--- src/rtl/ir_fetch_unit.sv ---
// Instruction fetch + IR stage: one word read per start strobe over req/ack,
// result held in IR with decoded field slices.
module ir_fetch_unit #(
  parameter int          ACK_TIMEOUT = 16,
  parameter logic [31:0] IR_RESET    = 32'h0000_0000
) (
  input  logic        clk,
  input  logic        reset_n,
  input  logic        i_fetch_start,
  input  logic [31:0] i_pc,
  output logic [31:0] o_mem_addr,
  output logic        o_mem_req,
  input  logic        i_mem_ack,
  input  logic [31:0] i_mem_rdata,
  output logic        o_busy,
  output logic        o_ir_valid,
  output logic        o_fetch_err,
  output logic [31:0] o_instr,
  output logic [5:0]  o_opcode,
  output logic [4:0]  o_rs,
  output logic [4:0]  o_rt,
  output logic [4:0]  o_rd,
  output logic [15:0] o_imm16
);

  typedef enum logic [1:0] {
    S_IDLE,
    S_REQ,
    S_DONE,
    S_ERR
  } state_t;

  localparam logic [7:0] LP_LAST = 8'(ACK_TIMEOUT - 1);

  state_t      r_state;
  state_t      w_next;
  logic [31:0] r_ir;
  logic [31:0] r_addr;
  logic [7:0]  r_cnt;
  logic [7:0]  w_cnt_next;
  logic        w_ir_we;
  logic        w_addr_we;

  always_ff @(posedge clk) begin
    if (!reset_n) begin
      r_state <= S_IDLE;
      r_ir    <= IR_RESET;
      r_addr  <= '0;
      r_cnt   <= '0;
    end else begin
      r_state <= w_next;
      r_cnt   <= w_cnt_next;
      if (w_ir_we) begin
        r_ir <= i_mem_rdata;
      end
      if (w_addr_we) begin
        r_addr <= i_pc;
      end
    end
  end

  // Ack is checked before the timeout count so a last-cycle ack completes.
  always_comb begin
    w_next     = r_state;
    w_cnt_next = r_cnt;
    w_ir_we    = 1'b0;
    w_addr_we  = 1'b0;
    unique case (r_state)
      S_REQ: begin
        if (i_mem_ack) begin
          w_ir_we = 1'b1;
          w_next  = S_DONE;
        end else if (r_cnt == LP_LAST) begin
          w_next = S_ERR;
        end else begin
          w_cnt_next = r_cnt + 8'd1;
        end
      end
      S_DONE: begin
        w_next = S_IDLE;
        if (i_fetch_start) begin
          w_next     = S_REQ;
          w_addr_we  = 1'b1;
          w_cnt_next = '0;
        end
      end
      default: begin
        if (i_fetch_start) begin
          w_next     = S_REQ;
          w_addr_we  = 1'b1;
          w_cnt_next = '0;
        end
      end
    endcase
  end

  assign o_mem_addr  = r_addr;
  assign o_mem_req   = (r_state == S_REQ);
  assign o_busy      = (r_state == S_REQ);
  assign o_ir_valid  = (r_state == S_DONE);
  assign o_fetch_err = (r_state == S_ERR);

  assign o_instr  = r_ir;
  assign o_opcode = r_ir[31:26];
  assign o_rs     = r_ir[25:21];
  assign o_rt     = r_ir[20:16];
  assign o_rd     = r_ir[15:11];
  assign o_imm16  = r_ir[15:0];

endmodule

--- config.mk ---
export PLATFORM = sky130hd
export DESIGN_NAME = ir_fetch_unit
export DESIGN_NICKNAME = d
export VERILOG_FILES = /design/src/rtl/ir_fetch_unit.sv
export SDC_FILE = /design/constraint.sdc
export NUM_CORES = 1
export LEC_CHECK = 0
export ABC_AREA = 1
export ABC_CLOCK_PERIOD_IN_PS = 1500
export CAP_MARGIN = 20
export CORE_UTILIZATION = 36
export CTS_BUF_LIST = sky130_fd_sc_hd__clkbuf_4 sky130_fd_sc_hd__clkbuf_8
export CTS_CLUSTER_DIAMETER = 200
export DETAILED_ROUTE_END_ITERATION = 8
export PLACE_DENSITY = 0.86
export SYNTH_ARGS = -nofsm -noshare
export SYNTH_HDL_FRONTEND = slang
export SYNTH_SLANG_ARGS = --single-unit
--- constraint.sdc ---
create_clock -name clk -period 1.5 [get_ports clk]
set_clock_uncertainty 0.15 [all_clocks]
set_input_delay 0.3 -clock clk [delete_from_list [all_inputs] [get_ports clk]]
set_output_delay 0.3 -clock clk [all_outputs]
set_load 0.005 [all_outputs]
==> impl_results.md <==
- Slew headroom: 0.785
- Worst-Margin Slew: 0.321 ns
- WS Path Type: flop to flop
- Die area: 9040 um2
- Warnings from Yosys: 0
- DIE HEIGHT: around 95 um
- Worst r2r path cells: 9
- RSZ-0062 raised after global routing: true
- Status: finished, violations left
- Clock sink total: 74
- DP HPWL: 6380 um
- Hold WS: 0.284 ns
- Min-Delay Path Class: input pin to flop
- Switching share of power: 0.323
- Final core utilization: 0.647
- WL/cell: around 14 um
- ANT cells: 0
- Total congestion overflow: 0
- Hold EP: o_instr[27]
- Max_cap viols: 0
- Distinct cell type count of the synthesized netlist: 17
- Hold depth: 4
- DRT antenna net count: 0
- CTS Buf Count: 9
- Final wirelength: 9590 um
- Comb pwr share: 0.417
- FILL cells: ~690
- Req. time, crit path: 1.58 ns
- Layout cells sized above 1: 0.242
- Reg-to-Reg End: o_mem_addr[15]
- Failing checks: setup timing
- Clk network pwr share: 0.229
- FF-to-FF setup slack: -0.13 ns
- Crit Reg-Reg Startpoint: r_state[1]
- Max Buffers Root-to-Sink: 2
- Die X: approximately 95 um
- Setup_tns: -3.80 ns
- Pint: approximately 5200 uW
- P&R area growth vs syn: 72.2%
- Ports: 173
- Net count, final: 663
- Hold Vio Cnt, Final: 0
- Leakage power: 0.00253 uW
- Vias in the first global route: 3239
- Power per cell area: 1430 nW/um2
- Peak supply drop: 0.810 mV
- Core Rows: 33
- Final Setup Violations: 45
- Hold_sp: reset_n
- Clk root buf: clkbuf_8
- IO Port Bufs: 172
- DRC Markers: 0
- GRT Util Overall: 0.206
- Initial antenna violation count: 0
- Worst Path Max Fanout: 16
- Flop pwr share: 0.355
- Final period utilization: 1.09
- GP Congestion: 0.855
- CP arrival: 1.71 ns
- Htree depth: 3
- Pre-antenna DRT Iters: 4
- Vias: 3334
- Final worst setup slack: -0.130 ns
- Starting Density: 0.376
- Mapped Avg Cell Area: 7.37 um2
- Iter 0 DRT Violations: 120
- Core Region: 8300 um2
- Clock latency on the worst-skew pair: 0.33 ns
- CP Capture Type: flop
- Max Freq: between 0.6 and 0.7 GHz
- CTS tree: built
- Largest net degree at the start of global routing: between 60 and 70
- Setup crit start kind: flop
- Netlist Area Pre-Place: 3120 um2
- First-pass GRT wire length: 14400 um
- Tmin final: 1.63 ns
- Net Count, Synth: roughly 500
- Cells after synthesis: 423
- Via density: 4.76
- Worst-path clk slew: 0.08 ns
- Slew Limit Fails: 0
- Cts hold-fix bufs: 0
- Synthesized flop and latch total: between 70 and 80
- Sequential fraction of the synthesis area: 0.475
- Psw: ~2500 uW
[state kept, by name, summed over array words and instances (netlist names)]
name	cells
o_mem_addr	32
o_instr	32
r_cnt	8
r_state	2
[cell families (layout without fill, tap and decap cells)]
group	Yosys count	in the layout	synth area share
AOI/OAI and AO/OA	75	75	0.122
adders and majority gates	4	4	0.0161
buffers and inverters	77	250	0.144
DFF	74	74	0.475
and+or+nand+nor	193	193	0.242
[repair_timing]
action | 4_1_cts | 5_1_grt
cloned | 0 | 1
pin swaps | 19 | 5
setup buffers | 23 | 1
resized for setup | 218 | 18
setup endpoints to repair | 179 | 83
[cell type report]
class	instances	area, um2	area share
clock inverter	5	85.1	0.0158
inverter	17	68.8	0.0128
tap	105	131	0.0245
sequential	74	1540	0.287
timing repair buffer	217	2060	0.384
clock buffer	11	145	0.0270
multi-input combinational	272	1340	0.249
[power by group through the flow]
stage | combinational (uW) | clock (uW) | sequential [uW]
final | 3190 | 1750 | 2710
after global routing | 3530 | 1900 | 2770
after CTS | 3050 | 1810 | 2710
after detailed placement | 2970 | 0 | 2730
after global placement | 2900 | 0 | 2700
after floorplan | 1400 | 0 | 2710
[per-layer routing]
layer  track usage  up-vias  routed length [um]
li1              -     1638                   -
met1         0.221     1539                3870
met2         0.367      136                4750
met3        0.0646       21                 769
met4        0.0934        0                 208
met5             0        -                   0
[cell usage after synthesis]
cell        n  area share
a21oi_1     8       0.013
buf_2       5      0.0080
buf_4      39       0.094
buf_6       1      0.0036
clkbuf_1   15       0.018
dfxtp_1    74        0.48
ha_1        4       0.016
inv_1      17       0.020
nand2_1    33       0.040
nand3_1    15       0.024
nand3b_1    1      0.0024
nor2_1    142        0.17
nor2_4      1      0.0036
nor3_1      1      0.0016
o21ai_0    65        0.10
o21ai_1     1      0.0016
o21bai_2    1      0.0036
[placed cells by master, fill, tap and decap left out, drive strengths merged]
cell / n
inv: 19
nand2: 33
a21oi: 8
clkbuf: 15
dfxtp: 74
clkdlybuf4s50: 66
nand3b: 1
clkinvlp: 1
nand3: 15
dlygate4sd2: 78
buf: 48
o21bai: 1
nor3: 1
clkdlybuf4s15: 21
nor2: 143
ha: 4
o21ai: 66
bufinv: 2
[metrics by stage]
| stage | worst slack (ns) | cell area (um2) | power, uW | cells |
|---|---|---|---|---|
| finish | -0.130 | 5370 | 7660 | 701 |
| global route | -0.212 | 5370 | 8190 | 701 |
| CTS | -0.109 | 5310 | 7560 | 699 |
| detailed placement | -0.238 | 4800 | 5700 | 660 |
| global placement | -0.170 | 4800 | 5600 | 660 |
| floorplan | 0.00217 | 3130 | 4120 | 423 |
[critical path, cell delays in order, from the launching register on]
cell and delay (ns):
dfxtp_4 0.38, inv_4 0.04, ha_4 0.15, buf_6 0.12, buf_6 0.12, nor2_4 0.13
inv_4 0.10, clkbuf_16 0.19, nor2_1 0.10, nor2_1 0.06
[worst max-delay path by stage]
stage	startpoint	endpoint	slack [ns]	cells after the start
global placement	i_fetch_start	o_mem_addr[21]	-0.17	6
floorplan	r_state[1]	r_cnt[0]	0.002	8
detailed placement	i_fetch_start	o_mem_addr[1]	-0.24	6
global route	r_state[1]	o_mem_addr[7]	-0.21	9
CTS	r_state[1]	o_mem_addr[1]	-0.11	9
finish	r_state[1]	o_mem_addr[15]	-0.13	9
No activity file was read; power rests on OpenSTA's default activity.
